$ cat config.mk
export PLATFORM = sky130hd
export DESIGN_NAME = ixc_clock_gen
export DESIGN_NICKNAME = d
export VERILOG_FILES = /design/src/rtl/ixc_clkgen_pkg.sv /design/src/rtl/ixc_clkgen_chan.sv /design/src/rtl/ixc_clock_gen.sv
export SDC_FILE = /design/constraint.sdc
export NUM_CORES = 1
export LEC_CHECK = 0
export BUFFER_PORTS_ARGS = -buffer_cell sky130_fd_sc_hd__buf_2
export CELL_PAD_IN_SITES_DETAIL_PLACEMENT = 0
export CELL_PAD_IN_SITES_GLOBAL_PLACEMENT = 1
export CORE_MARGIN = 2
export CORE_UTILIZATION = 39
export CTS_BUF_LIST = sky130_fd_sc_hd__clkbuf_16
export CTS_CLUSTER_DIAMETER = 40
export CTS_CLUSTER_SIZE = 14
export DETAILED_ROUTE_END_ITERATION = 8
export PLACE_DENSITY = 0.69
export SYNTH_ARGS = -nofsm -noshare
export SYNTH_HDL_FRONTEND = slang
export SYNTH_SLANG_ARGS = --single-unit
$ cat constraint.sdc
create_clock -name clk -period 5.4 [get_ports clk]
set_clock_uncertainty 0.15 [all_clocks]
set_input_delay 0.81 -clock clk [delete_from_list [all_inputs] [get_ports clk]]
set_output_delay 0.81 -clock clk [all_outputs]
set_load 0.1 [all_outputs]
$ cat src/rtl/ixc_clkgen_pkg.sv
// Shared types for the multi-channel emulated clock generator.
// Lengths are carried at LEN_W bits so that any CNT_W up to LEN_W fits the same config struct.
package ixc_clkgen_pkg;
  localparam int LEN_W = 16;

  typedef logic [LEN_W-1:0] len_t;

  typedef enum logic [1:0] {
    ST_IDLE  = 2'd0,
    ST_PHASE = 2'd1,
    ST_HIGH  = 2'd2,
    ST_LOW   = 2'd3
  } chan_state_e;

  typedef struct packed {
    logic en;
    len_t hi;
    len_t lo;
    len_t phase;
  } chan_cfg_t;

  function automatic len_t len_min1(input len_t v);
    return (v == '0) ? len_t'(1) : v;
  endfunction
endpackage

$ cat src/rtl/ixc_clkgen_chan.sv
// One emulated clock channel: IDLE/PHASE/HIGH/LOW dwell FSM, its counter and its active config.
// A config offered on i_apply is taken in IDLE or at the LOW boundary; the boundary then uses the new en.
module ixc_clkgen_chan
  import ixc_clkgen_pkg::*;
#(
  parameter int CNT_W = 11
) (
  input  logic        i_clk,
  input  logic        i_rst_n,
  input  logic        i_adv,
  input  logic        i_apply,
  input  chan_cfg_t   i_cfg,
  output logic        o_phi,
  output logic        o_rise,
  output logic        o_fall,
  output logic        o_idle,
  output logic        o_at_boundary,
  output chan_state_e o_state
);
  chan_state_e      r_state;
  chan_state_e      w_next;
  logic [CNT_W-1:0] r_cnt;
  chan_cfg_t        r_cfg;
  logic             r_phi;
  logic             r_rise;
  logic             r_fall;
  len_t             w_len;
  logic             w_done;
  logic             w_next_en;

  // State register, dwell counter, active config and registered clock outputs.
  always_ff @(posedge i_clk or negedge i_rst_n) begin
    if (!i_rst_n) begin
      r_state <= ST_IDLE;
      r_cnt   <= '0;
      r_cfg   <= '0;
      r_phi   <= 1'b0;
      r_rise  <= 1'b0;
      r_fall  <= 1'b0;
    end else begin
      r_state <= w_next;
      if (w_next != r_state) begin
        r_cnt <= '0;
      end else if (i_adv && (r_state != ST_IDLE)) begin
        r_cnt <= r_cnt + CNT_W'(1);
      end
      if (i_apply) begin
        r_cfg <= i_cfg;
      end
      r_phi  <= (w_next == ST_HIGH);
      r_rise <= (w_next == ST_HIGH) && (r_state != ST_HIGH);
      r_fall <= (r_state == ST_HIGH) && (w_next != ST_HIGH);
    end
  end

  // Next-state: a config being applied in IDLE holds the channel there for that cycle.
  always_comb begin
    w_next = r_state;
    unique case (r_state)
      ST_IDLE: begin
        if (i_adv && r_cfg.en && !i_apply) begin
          w_next = (r_cfg.phase != '0) ? ST_PHASE : ST_HIGH;
        end
      end
      ST_PHASE: if (w_done) w_next = ST_HIGH;
      ST_HIGH:  if (w_done) w_next = ST_LOW;
      ST_LOW:   if (w_done) w_next = w_next_en ? ST_HIGH : ST_IDLE;
      default:  w_next = ST_IDLE;
    endcase
  end

  // Dwell length of the current state and channel status outputs.
  always_comb begin
    w_len = len_t'(1);
    unique case (r_state)
      ST_PHASE: w_len = r_cfg.phase;
      ST_HIGH:  w_len = len_min1(r_cfg.hi);
      ST_LOW:   w_len = len_min1(r_cfg.lo);
      default:  w_len = len_t'(1);
    endcase
    w_done        = i_adv && (len_t'(r_cnt) == (w_len - len_t'(1)));
    w_next_en     = i_apply ? i_cfg.en : r_cfg.en;
    o_at_boundary = (r_state == ST_LOW) && w_done;
    o_idle        = (r_state == ST_IDLE);
    o_state       = r_state;
    o_phi         = r_phi;
    o_rise        = r_rise;
    o_fall        = r_fall;
  end
endmodule

$ cat src/rtl/ixc_clock_gen.sv
// NCH independent emulated clocks sharing one pending configuration slot.
// Handshake: a request transfers on a rising edge with cfg_valid & cfg_ready; the requester holds all cfg_* until then.
module ixc_clock_gen
  import ixc_clkgen_pkg::*;
#(
  parameter int NCH   = 4,
  parameter int CNT_W = 11
) (
  input  logic                                 clk,
  input  logic                                 rst_n,
  input  logic                                 adv,
  input  logic                                 cfg_valid,
  output logic                                 cfg_ready,
  input  logic [((NCH > 1) ? $clog2(NCH) : 1)-1:0] cfg_ch,
  input  logic                                 cfg_en,
  input  logic [CNT_W-1:0]                     cfg_hi,
  input  logic [CNT_W-1:0]                     cfg_lo,
  input  logic [CNT_W-1:0]                     cfg_phase,
  output logic [NCH-1:0]                       phi,
  output logic [NCH-1:0]                       rise,
  output logic [NCH-1:0]                       fall,
  output logic [NCH-1:0]                       active,
  output logic [2*NCH-1:0]                     dbg_state
);
  localparam int CH_W = (NCH > 1) ? $clog2(NCH) : 1;

  logic            r_pend_valid;
  logic [CH_W-1:0] r_pend_ch;
  chan_cfg_t       r_pend_cfg;
  logic [NCH-1:0]  w_apply;
  logic [NCH-1:0]  w_idle;
  logic [NCH-1:0]  w_bound;
  logic            w_bad_ch;

  // A channel index beyond NCH could never be applied, so it is retired instead of blocking the slot.
  assign w_bad_ch  = (32'(r_pend_ch) >= NCH);
  assign cfg_ready = !r_pend_valid;
  assign active    = ~w_idle;

  always_ff @(posedge clk or negedge rst_n) begin
    if (!rst_n) begin
      r_pend_valid <= 1'b0;
      r_pend_ch    <= '0;
      r_pend_cfg   <= '0;
    end else if (r_pend_valid) begin
      if ((|w_apply) || w_bad_ch) begin
        r_pend_valid <= 1'b0;
      end
    end else if (cfg_valid) begin
      r_pend_valid     <= 1'b1;
      r_pend_ch        <= cfg_ch;
      r_pend_cfg.en    <= cfg_en;
      r_pend_cfg.hi    <= len_t'(cfg_hi);
      r_pend_cfg.lo    <= len_t'(cfg_lo);
      r_pend_cfg.phase <= len_t'(cfg_phase);
    end
  end

  for (genvar g = 0; g < NCH; g++) begin : g_ch
    chan_state_e w_state;

    assign w_apply[g] = r_pend_valid && (32'(r_pend_ch) == g) && (w_idle[g] || w_bound[g]);
    assign dbg_state[2*g +: 2] = w_state;

    ixc_clkgen_chan #(
      .CNT_W(CNT_W)
    ) u_chan (
      .i_clk        (clk),
      .i_rst_n      (rst_n),
      .i_adv        (adv),
      .i_apply      (w_apply[g]),
      .i_cfg        (r_pend_cfg),
      .o_phi        (phi[g]),
      .o_rise       (rise[g]),
      .o_fall       (fall[g]),
      .o_idle       (w_idle[g]),
      .o_at_boundary(w_bound[g]),
      .o_state      (w_state)
    );
  end
endmodule
# Word-level counts from Yosys, hierarchy flattened
# Index checks and enable logic that the tools add are counted.
totals:
  regBits: 237
  input_bits: 40
  out_inout_bits: 25
  word_cells: 214
classes:
  add_sub_neg: 8
  eq_ne: 35
  muxes: 55
  n_bitwise: 2
  n_reduce_logical: 72
ops:
  columns: ["op", "n"]
  rows:
  - ["16-bit case mux with 3 select lines", 4]
  - ["11-bit 2-to-1 mux", 16]
  - ["16-bit logical NOT", 8]
  - ["11-bit by 16-bit == test with 1-bit output", 4]
  - ["16-bit nonzero test", 4]
  - ["16-bit by 1-bit subtractor with 16-bit output, second input constant", 4]
  - ["2-bit 2-to-1 mux", 24]
  - ["11-bit by 1-bit adder with 11-bit output, second input constant", 4]
  - ["1-bit logical AND", 36]
  - ["2-bit case mux with 4 select lines", 4]
  - ["2-bit == test, second input constant", 14]
  - ["2-bit inequality test, second input constant", 8]
  - ["2-bit nonzero test", 8]
  - ["2-bit by 1-bit == test with 1-bit output, second input constant", 5]
  - ["2-bit logical NOT", 5]
  - ["2-bit inequality test", 4]
  - ["1-bit 2-to-1 mux", 7]
  - ["1-bit logical NOT", 5]
  - ["1-bit logical OR", 4]
  - ["4-bit NOT", 1]
  - ["4-bit OR reduction", 1]
  - ["2-bit AND reduction", 1]
  - ["1-bit NOT", 1]

# Logic depth before layout (Yosys ltp)
# Gate-level depths: netlist (run 1).
logic_depth:
  ltp_word: 15
  ltp_mapped: 17
  depth_no_buf: 13

# By module
# A second synthesis (run 1) with hierarchy kept.
hier_totals:
  cells_unflattened: 1393
  area_unflattened_um2: 16148.0
by_module_without_submodules:
  columns: ["module", "instances", "cells_per_inst", "area_per_inst_um2", "seq_area_each_um2"]
  rows:
  - ["ixc_clkgen_chan (g_ch[0].u_chan ...)", 2, 325, 3648.5, 1626.6]
  - ["ixc_clkgen_chan (g_ch[3].u_chan)", 1, 340, 3742.3, 1626.6]
  - ["ixc_clkgen_chan (g_ch[2].u_chan)", 1, 308, 3495.9, 1626.6]
  - ["ixc_clock_gen", 1, 95, 1612.8, 925.9]

# Worst setup path before layout (run 1)
# No wires, ideal clock.
synth_timing:
  path_kind: "register to register"
  start: "register g_ch[1].u_chan.r_state[1]"
  end: "register g_ch[1].u_chan.r_cfg[16] (netlist bit)"
  arrival_ns: 4.544
  path_slack_ns: 0.582
  stages_incl_launch_ff: 17
  n_path_buf: 4
  period_less_slack_ns: 4.818
  path_cell_list: "dfrtp_1 -> buf_2 -> nor2b_1 -> clkbuf_1 -> a22o_1 -> and3_1 -> clkbuf_1 -> ha_1 -> inv_1 -> a221o_1 -> or4_1 -> a211oi_1 -> o31a_1 -> nor2_1 -> a31oi_2 -> buf_2 -> mux2_2"
synth_between:
  elab_chain_len: 8
synth_lines:
  columns: ["item", "line_no", "text"]
  rows:
  - ["start, declared", "ixc_clkgen_chan.sv:20", "chan_state_e r_state;"]
  - ["start signal, assigned", "ixc_clkgen_chan.sv:41", "r_state <= w_next;"]
  - ["2-bit == test (tied with other cells)", "ixc_clkgen_chan.sv:75, ixc_clkgen_chan.sv:83", null]
  - ["16-bit case mux with 3 select lines", "ixc_clkgen_chan.sv:75", "unique case (r_state)"]
  - ["16-bit by 1-bit subtractor with 16-bit output", "ixc_clkgen_chan.sv:81", "w_done = i_adv && (len_t'(r_cnt) == (w_len - len_t'(1)));"]
  - ["11-bit by 16-bit == test with 1-bit output", "ixc_clkgen_chan.sv:81", null]
  - ["1-bit logical AND", "ixc_clkgen_chan.sv:81", null]
  - ["1-bit logical AND", "ixc_clkgen_chan.sv:83", "o_at_boundary = (r_state == ST_LOW) && w_done;"]
  - ["1-bit logical OR (*)", "ixc_clock_gen.sv:62", "assign w_apply[g] = r_pend_valid && (32'(r_pend_ch) == g) && (w_idle[g] || w_bound[g]);"]
  - ["1-bit logical AND (*)", "ixc_clock_gen.sv:62", null]
  - ["end signal, assigned", "ixc_clkgen_chan.sv:48", "r_cfg <= i_cfg;"]
  - ["end, declared", "ixc_clkgen_chan.sv:23", "chan_cfg_t r_cfg;"]
# Every way passes the cells marked *; elsewhere a longest branch is shown, timed or not.
# A chain may end at the register's enable or synchronous reset.

# Worst setup path in the final report (run 1)
layout_timing:
  start: "register g_ch[3].u_chan.r_state[0]"
  end: "register g_ch[3].u_chan.r_cfg[35] (netlist bit)"
layout_between:
  elab_chain_len: 8
layout_lines:
  columns: ["item", "line_no"]
  rows:
  - ["start, declared", "ixc_clkgen_chan.sv:20"]
  - ["start signal, assigned", "ixc_clkgen_chan.sv:41"]
  - ["2-bit == test (tied with other cells)", "ixc_clkgen_chan.sv:75, ixc_clkgen_chan.sv:83"]
  - ["16-bit case mux with 3 select lines", "ixc_clkgen_chan.sv:75"]
  - ["16-bit by 1-bit subtractor with 16-bit output", "ixc_clkgen_chan.sv:81"]
  - ["11-bit by 16-bit == test with 1-bit output", "ixc_clkgen_chan.sv:81"]
  - ["1-bit logical AND", "ixc_clkgen_chan.sv:81"]
  - ["1-bit logical AND", "ixc_clkgen_chan.sv:83"]
  - ["1-bit logical OR (*)", "ixc_clock_gen.sv:62"]
  - ["1-bit logical AND (*)", "ixc_clock_gen.sv:62"]
  - ["end signal, assigned", "ixc_clkgen_chan.sv:48"]
  - ["end, declared", "ixc_clkgen_chan.sv:23"]
# Marked as above.

==> summary.txt, run 1 <==
Route
  – Vias per inst: 5.528
  – DRT iter0 DRCs: 677
  – WL/cell: 19.85 um
  – First drt pass iteration count: 5
  – Via count: 9220
  – Routed WL: 33110 um
  – Number of routed nets with antenna violations: 0
  – Post-route DRC: 0

Pwr
  – Max VDD drop: 0.3000 mV
  – Leak Pwr: 6.686 nW
  – Pwr Density: 602.9 mW/mm^2
  – Overall power: 8.987 mW

Layout
  – Post-layout util: 45.70%
  – Final #Nets: 1246
  – Layout cells sized above 1: 29.69%
  – Most frequent cells in the layout: dfrtp_1 (237), mux2_2 (161), nor2_1 (81), buf_2 (63), nand2_1 (51)
  – Area Overhead vs Synth: 14.95%
  – Ant diodes: 0
  – Commonest non-fill, non-tap cell in the layout: dfrtp_1
  – Finished Layout Cells: 1668

Clocking
  – Root buffer cell: clkbuf_16
  – Post_cts resized: 0
  – Cts-stage hold buffer count: 0
  – Max clock buf depth: 3
  – Clock-pin slew of the registers on the worst-case setup and hold paths: 0.05 ns
  – CTS tree: built
  – Post-CTS setup buffers: 0
  – CTS Buf Count: 37
  – Clk sinks: 237
  – Clock Latency Late Sink: 0.52 ns
  – H-tree depth: 2

Critical path
  – Worst R2R Setup Slack: 0.85 ns
  – Endpoint class of the critical path: register
  – Crit Reg-Reg Startpoint: g_ch[3].u_chan.o_state[0]$_DFF_PN0_
  – Crit Path Category: register to register
  – CP required: 5.65 ns
  – Crit path arrival time: 4.80 ns
  – CP Launch Type: register
  – Crit path from: g_ch[3].u_chan.o_state[0]$_DFF_PN0_
  – CP max FO: 35

Timing
  – F_max: 219.8 MHz
  – Min Tclk post-route: 4.550 ns
  – Least-Margin Pin Slew: 1.157 ns
  – RSZ-0062 raised after global routing: false
  – Final number of setup-violating endpoints: 0
  – Worst relative slew slack: 22.67%
  – Slew Viols, Final: 0
  – Post-route setup TNS: 0 ns
  – Setup ws final: 0.8498 ns
  – Hold Fails Final Rpt: 0
  – Period utilization: 84.26%

Yosys
  – Cells after synthesis: 1146
  – Yosys cell types: 83
  – Largest area contributor in the netlist: dfrtp_1
  – Post-synthesis async set-or-reset flop share: 100.0%
  – Number of synthesized flops with an enable pin: 0
  – Post-synth top flop: dfrtp_1
  – Synth Register Bits: 237
  – Synthesized Nets: 1194
  – Share of the synthesized area in the top cell type: 45.74%
  – Seq/Total Area, Yosys: 45.74%
  – Top post-synthesis cells by area: dfrtp_1 (46%), mux2_2 (14%), mux2_4 (3.7%)
  – Syn Area/Cell: 11.32 um^2
  – Yosys Warn Count: 0
  – Cell Area, Synth: 0.01297 mm^2

Run status
  – Status: complete, no violations

Die
  – Effective utilization at floorplan: 39.75%
  – IO Count: 65
  – Die area: 0.03472 mm^2
  – Core area: 0.03262 mm^2
  – Die height: 186.3 um
  – Row count: 66
  – Die Width: 186.3 um

Global routing
  – Largest net degree at the start of global routing: 106
  – First-pass GRT wire length: 52730 um
  – Initial antenna violation count: 0
  – Vias in the first global route: 9099
  – GRT Util Overall: 19.10%
  – Final global-route overflow total: 0

Flow run
  – Max-cap check violation count: 0

Place
  – Final GP Congestion: 0.8303
  – Buffers on Ports: 64
  – Post-place setup slack: 0.8624 ns
  – DP Wirelength: 22980 um
  – Cells after DPL: 1601

Hold path
  – Hold Crit Class: input pin to asynchronous set/reset pin
==> worst max-delay path: stages, from the launching register on <==
cell and delay, ns:
dfrtp_1 0.81, or3b_2 0.49, o21ai_0 0.10, and3_1 0.23
ha_1 0.24, inv_1 0.07, a221o_1 0.26, nor4_1 0.42
nor3_1 0.11, o32a_1 0.36, and4_1 0.20, nand3_1 0.10
a21o_1 0.11, buf_4 0.39, mux2_2 0.39
==> kinds of logic after synthesis <==
kind of cell	Yosys count	synth area share (%)
simple gates	358	15.21
flops	237	45.74
mux	234	21.01
compound gates	134	7.806
buf+inv	91	3.802
xor+xnor	84	5.674
fa+ha+maj	8	0.7719
==> worst paths after layout <==
check	cells past startpoint	to
min	1	g_ch[3].u_chan.r_cnt[6]$_DFFE_PN0P_
min in group clk	1	g_ch[1].u_chan.r_cfg[16]$_DFFE_PN0P_
max in group asynchronous	2	g_ch[2].u_chan.o_rise$_DFF_PN0_
max reg2reg	14	g_ch[3].u_chan.r_cfg[35]$_DFFE_PN0P_
max	14	g_ch[3].u_chan.r_cfg[35]$_DFFE_PN0P_
min reg2reg	1	g_ch[1].u_chan.r_cfg[16]$_DFFE_PN0P_
==> flip-flops by register name, summed over array words and instances, names as in the netlist <==
name	count
g_ch.u_chan.o_phi	4
g_ch.u_chan.o_rise	4
g_ch.u_chan.o_state	8
g_ch.u_chan.o_fall	4
r_pend_valid	1
r_pend_cfg	34
r_pend_ch	2
g_ch.u_chan.r_cnt	44
g_ch.u_chan.r_cfg	136
==> synth_stat cells (8+ instances only) <==
master and count:
o2bb2ai_1 11, and4_1 8, nand3b_1 8, nor4_1 34
a31oi_1 11, o21ai_0 17, mux2_4 32, buf_4 12
ha_1 8, xnor2_1 44, xor2_1 40, clkbuf_1 26
inv_1 21, nor2_1 81, mux2i_1 34, nor2b_1 11
dfrtp_1 237, a22o_1 15, and3_1 17, nand2_1 51
a22oi_1 14, nand3_1 45, nor3_1 28, buf_2 22
mux2_2 161, nand4_1 12, a21oi_1 16, and2_1 11
==> metrics by stage <==
step           cell area [um^2]  hold WS (ns)
2_1_floorplan             12970        0.3292
3_3_place_gp              13620        0.3492
3_5_place_dp              13620        0.3518
4_1_cts                   14910       0.09665
5_1_grt                   14910        0.1261
6_report                  14910       0.08645
==> final cells by class <==
cell class,instances,area [um^2]
Multi-Input combinational cell,818,6568
Fill cell,3052,17710
Sequential cell,237,5931
Timing Repair Buffer,81,483.0
Tap cell,442,553.0
Clock inverter,28,309.0
Clock buffer,39,975.9
Inverter,23,86.33
==> report_power, final <==
part           switching (mW)  internal [mW]  total (mW)  leakage (nW)
Combinational            1.74           1.54        3.28          3.03
Clock                   0.952           1.50        2.45         0.631
Sequential              0.923           2.33        3.26          3.03
==> metal layers <==
layer / global-route usage, % / share of wire [%] / vias up
li1: - / - / 4298
met1: 28.34 / 50 / 4712
met2: 29.25 / 44 / 164
met3: 2.990 / 3.9 / 46
met4: 4.523 / 1.7 / 0
met5: 0 / 0 / -
Note: power is estimated with default switching activity, not from simulation.
==> run 2: changes to the inputs <==
--- a/config.mk
+++ b/config.mk
@@ -5,6 +5,7 @@
 export SDC_FILE = /design/constraint.sdc
 export NUM_CORES = 1
 export LEC_CHECK = 0
+export ABC_AREA = 1
 export BUFFER_PORTS_ARGS = -buffer_cell sky130_fd_sc_hd__buf_2
 export CELL_PAD_IN_SITES_DETAIL_PLACEMENT = 0
 export CELL_PAD_IN_SITES_GLOBAL_PLACEMENT = 1
@@ -14,7 +15,7 @@
 export CTS_CLUSTER_DIAMETER = 40
 export CTS_CLUSTER_SIZE = 14
 export DETAILED_ROUTE_END_ITERATION = 8
-export PLACE_DENSITY = 0.69
+export PLACE_DENSITY = 0.74
 export SYNTH_ARGS = -nofsm -noshare
 export SYNTH_HDL_FRONTEND = slang
 export SYNTH_SLANG_ARGS = --single-unit
==> constraint.sdc (replaced) <==
create_clock -name clk -period 4.6 [get_ports clk]
set_clock_uncertainty 0.15 [all_clocks]
set_input_delay 0.69 -clock clk [delete_from_list [all_inputs] [get_ports clk]]
set_output_delay 0.69 -clock clk [all_outputs]
set_load 0.1 [all_outputs]
==> summary.txt, run 2 <==
Run status
  – Status: complete, no violations

Critical path
  – Endpoint class of the critical path: register
  – CP max FO: 10
  – CP most frequent cell: nand2_1
  – CP max stage delay: 0.57 ns
  – CP required: 4.89 ns
  – WP buf/inv: 1
  – Delay-heaviest family, CP: simple AND/OR/NAND/NOR gates
  – Crit Reg-Reg Startpoint: g_ch[0].u_chan.o_state[0]$_DFF_PN0_
  – Crit path from: g_ch[0].u_chan.o_state[0]$_DFF_PN0_
  – Crit Path Category: register to register
  – CP Launch Type: register
  – Crit path arrival time: 4.39 ns
  – CP Cell Sequence: inv_4 > o21ai_1 > nand2_1 > nor2_2 > ha_1 > nand4_1 > nor2_2 > nand2_2 > nor2_2 > nand2_1 > nand3_1 > nand2_1 > nor3_2 > nand3_1 > nand2_1 > nand2_2 > nand3_1 > nand2_1 > o21ai_1 > nand2_4 > nor3_2
  – Critical-path top delay cell: dfrtp_1

Place
  – Final GP Congestion: 0.8857
  – Buffers on Ports: 64
  – Cells after DPL: 2217
  – DP Wirelength: 27730 um

Yosys
  – Post-synthesis async set-or-reset flop share: 100.0%
  – Share of the synthesized area in the top cell type: 44.53%
  – Count leader, synth: nand2_1
  – Post-synth top flop: dfrtp_1
  – Seq/Total Area, Yosys: 44.53%
  – Top post-synthesis cells by area: dfrtp_1 (45%), nand2_1 (13%), o21ai_0 (5.4%)
  – Cells after synthesis: 1751
  – Yosys Warn Count: 0
  – Cell Area, Synth: 0.01332 mm^2
  – Syn Area/Cell: 7.606 um^2
  – Synth cell count leaders: nand2_1 (455), dfrtp_1 (237), inv_1 (190), nor2_1 (179), o21ai_0 (144)
  – Number of synthesized flops with an enable pin: 0
  – Synth Register Bits: 237
  – Largest area contributor in the netlist: dfrtp_1
  – Yosys cell types: 52
  – Synthesized Nets: 1799

Timing
  – Hold Fails Final Rpt: 0
  – Least-Margin Pin Slew: 0.9434 ns
  – Period utilization: 89.17%
  – Post-route setup TNS: 0 ns
  – Slew Viols, Final: 0
  – Worst relative slew slack: 36.88%
  – RSZ-0062 raised after global routing: false
  – Min Tclk post-route: 4.102 ns
  – F_max: 243.8 MHz
  – Final number of setup-violating endpoints: 0

Layout
  – Ant diodes: 0
  – Top Registers: g_ch.u_chan.r_cfg: 136 flops, g_ch.u_chan.r_cnt: 44 flops, r_pend_cfg: 34 flops
  – Layout cells sized above 1: 12.91%
  – FF/Latch Area: 0.005931 mm^2
  – Finished Layout Cells: 2284
  – Commonest non-fill, non-tap cell in the layout: nand2_1
  – Fill cells: 3429
  – Max reg flops: 136
  – Multi-input logic area: 0.006310 mm^2
  – Area Overhead vs Synth: 14.22%
  – Biggest register: g_ch.u_chan.r_cfg
  – Final #Nets: 1856
  – Most frequent cells in the layout: nand2_1 (454), dfrtp_1 (237), inv_1 (193), nor2_1 (179), o21ai_0 (144)

Route
  – Via count: 11.47k
  – Vias per inst: 5.022
  – DRT iter0 DRCs: 811
  – Number of routed nets with antenna violations: 0
  – Post-route DRC: 0
  – Routed WL: 37740 um
  – WL/cell: 16.52 um
  – First drt pass iteration count: 5

Die
  – Core area: 0.03362 mm^2
  – IO Count: 65
  – Die area: 0.03564 mm^2
  – Die Width: 188.8 um
  – Row count: 67
  – Effective utilization at floorplan: 39.62%
  – Die height: 188.8 um

Clocking
  – Clock-pin slew of the registers on the worst-case setup and hold paths: 0.05 ns
  – H-tree depth: 2
  – CTS tree: built
  – Max clock buf depth: 3
  – Post_cts resized: 0
  – Clk sinks: 237
  – Root buffer cell: clkbuf_16
  – Post-CTS setup buffers: 0
  – Cts-stage hold buffer count: 0
  – Clock Latency Late Sink: 0.53 ns
  – CTS Buf Count: 37

Global routing
  – Vias in the first global route: 10.87k
  – GR Layer Usage met2: 33.80%
  – GRT Util Overall: 21.61%
  – Final global-route overflow total: 0
  – Largest net degree at the start of global routing: 109
  – GR Util met3: 3.315%
  – Most used routing layer: met2
  – Initial antenna violation count: 0
  – Met1 Use GR: 31.31%
  – First-pass GRT wire length: 60550 um

Hold path
  – Hold Crit Class: input pin to asynchronous set/reset pin

Pwr
  – Leak Pwr: 7.781 nW
  – Max VDD drop: 0.3042 mV
  – Pwr Density: 452.9 mW/mm^2

Flow run
  – Max-cap check violation count: 0
==> run 2: layer usage <==
metal	vias up	part of all wire (%)	wire length, um
met5	-	0	0
met4	0	2.0	763
met3	49	5.0	1882
met2	256	45	17040
met1	5392	48	18060
li1	5774	-	-
==> run 2: layout make-up <==
type,count,area share [%]
clock buffer,37,6.087
tap,448,3.685
multi-input combinational,1253,41.48
sequential,237,38.99
inverter,203,5.025
clock inverter,30,1.810
timing repair buffer,76,2.928
==> run 2: worst reg2reg max path, cell delays in order, from the launching register on <==
cell and delay, ns:
dfrtp_1 0.57, inv_4 0.12, o21ai_1 0.37, nand2_1 0.12, nor2_2 0.25, ha_1 0.26, nand4_1 0.13, nor2_2 0.22
nand2_2 0.11, nor2_2 0.11, nand2_1 0.10, nand3_1 0.09, nand2_1 0.08, nor3_2 0.20, nand3_1 0.12, nand2_1 0.11
nand2_2 0.08, nand3_1 0.14, nand2_1 0.06, o21ai_1 0.31, nand2_4 0.18, nor3_2 0.13
==> run 2: power breakdown <==
group	internal (mW)	switching [mW]
Combinational	0.520	1.31
Clock	1.59	1.13
Sequential	2.18	0.151
==> run 2: cells by family (layout without fill, tap and decap cells) <==
kind of cell	Yosys count	count (layout)	share of synthesized area, %
xor gates and xnor gates	79	79	5.308
buffers and inverters	261	346	8.108
adders and majority gates	8	8	0.7516
DFF	237	237	44.53
AOI/OAI and AO/OA	232	232	9.499
muxes	2	2	0.1597
and+or+nand+nor	932	932	31.64
==> run 2: worst paths after layout <==
| check | to | slack, ns | cells after the start |
|---|---|---|---|
| worst min-delay path | g_ch[3].u_chan.r_cnt[2]$_DFFE_PN0P_ | 0.1 | 1 |
| min in group clk | r_pend_cfg[9]$_DFFE_PN0P_ | 0.26 | 3 |
| worst min register to register | g_ch[0].u_chan.r_cfg[26]$_DFFE_PN0P_ | 0.34 | 2 |
| max in group asynchronous | g_ch[1].u_chan.r_cnt[2]$_DFFE_PN0P_ | 3.31 | 2 |
| worst max-delay path | g_ch[0].u_chan.r_cnt[2]$_DFFE_PN0P_ | 0.50 | 21 |
| worst max register to register | g_ch[0].u_chan.r_cnt[2]$_DFFE_PN0P_ | 0.50 | 21 |
==> run 2: through the flow <==
step	hold slack, ns	instance area [um^2]	worst slack (ns)	util, %	total power, mW
2_1_floorplan	0.2444	13320	0.4963	-	3.813
3_3_place_gp	0.3206	14010	0.7148	41.68	4.194
3_5_place_dp	0.3251	14010	0.5409	41.68	4.203
4_1_cts	0.1159	15210	0.5162	45.25	6.967
5_1_grt	0.1651	15210	0.09496	45.25	7.284
6_report	0.09959	15210	0.4980	45.25	6.889
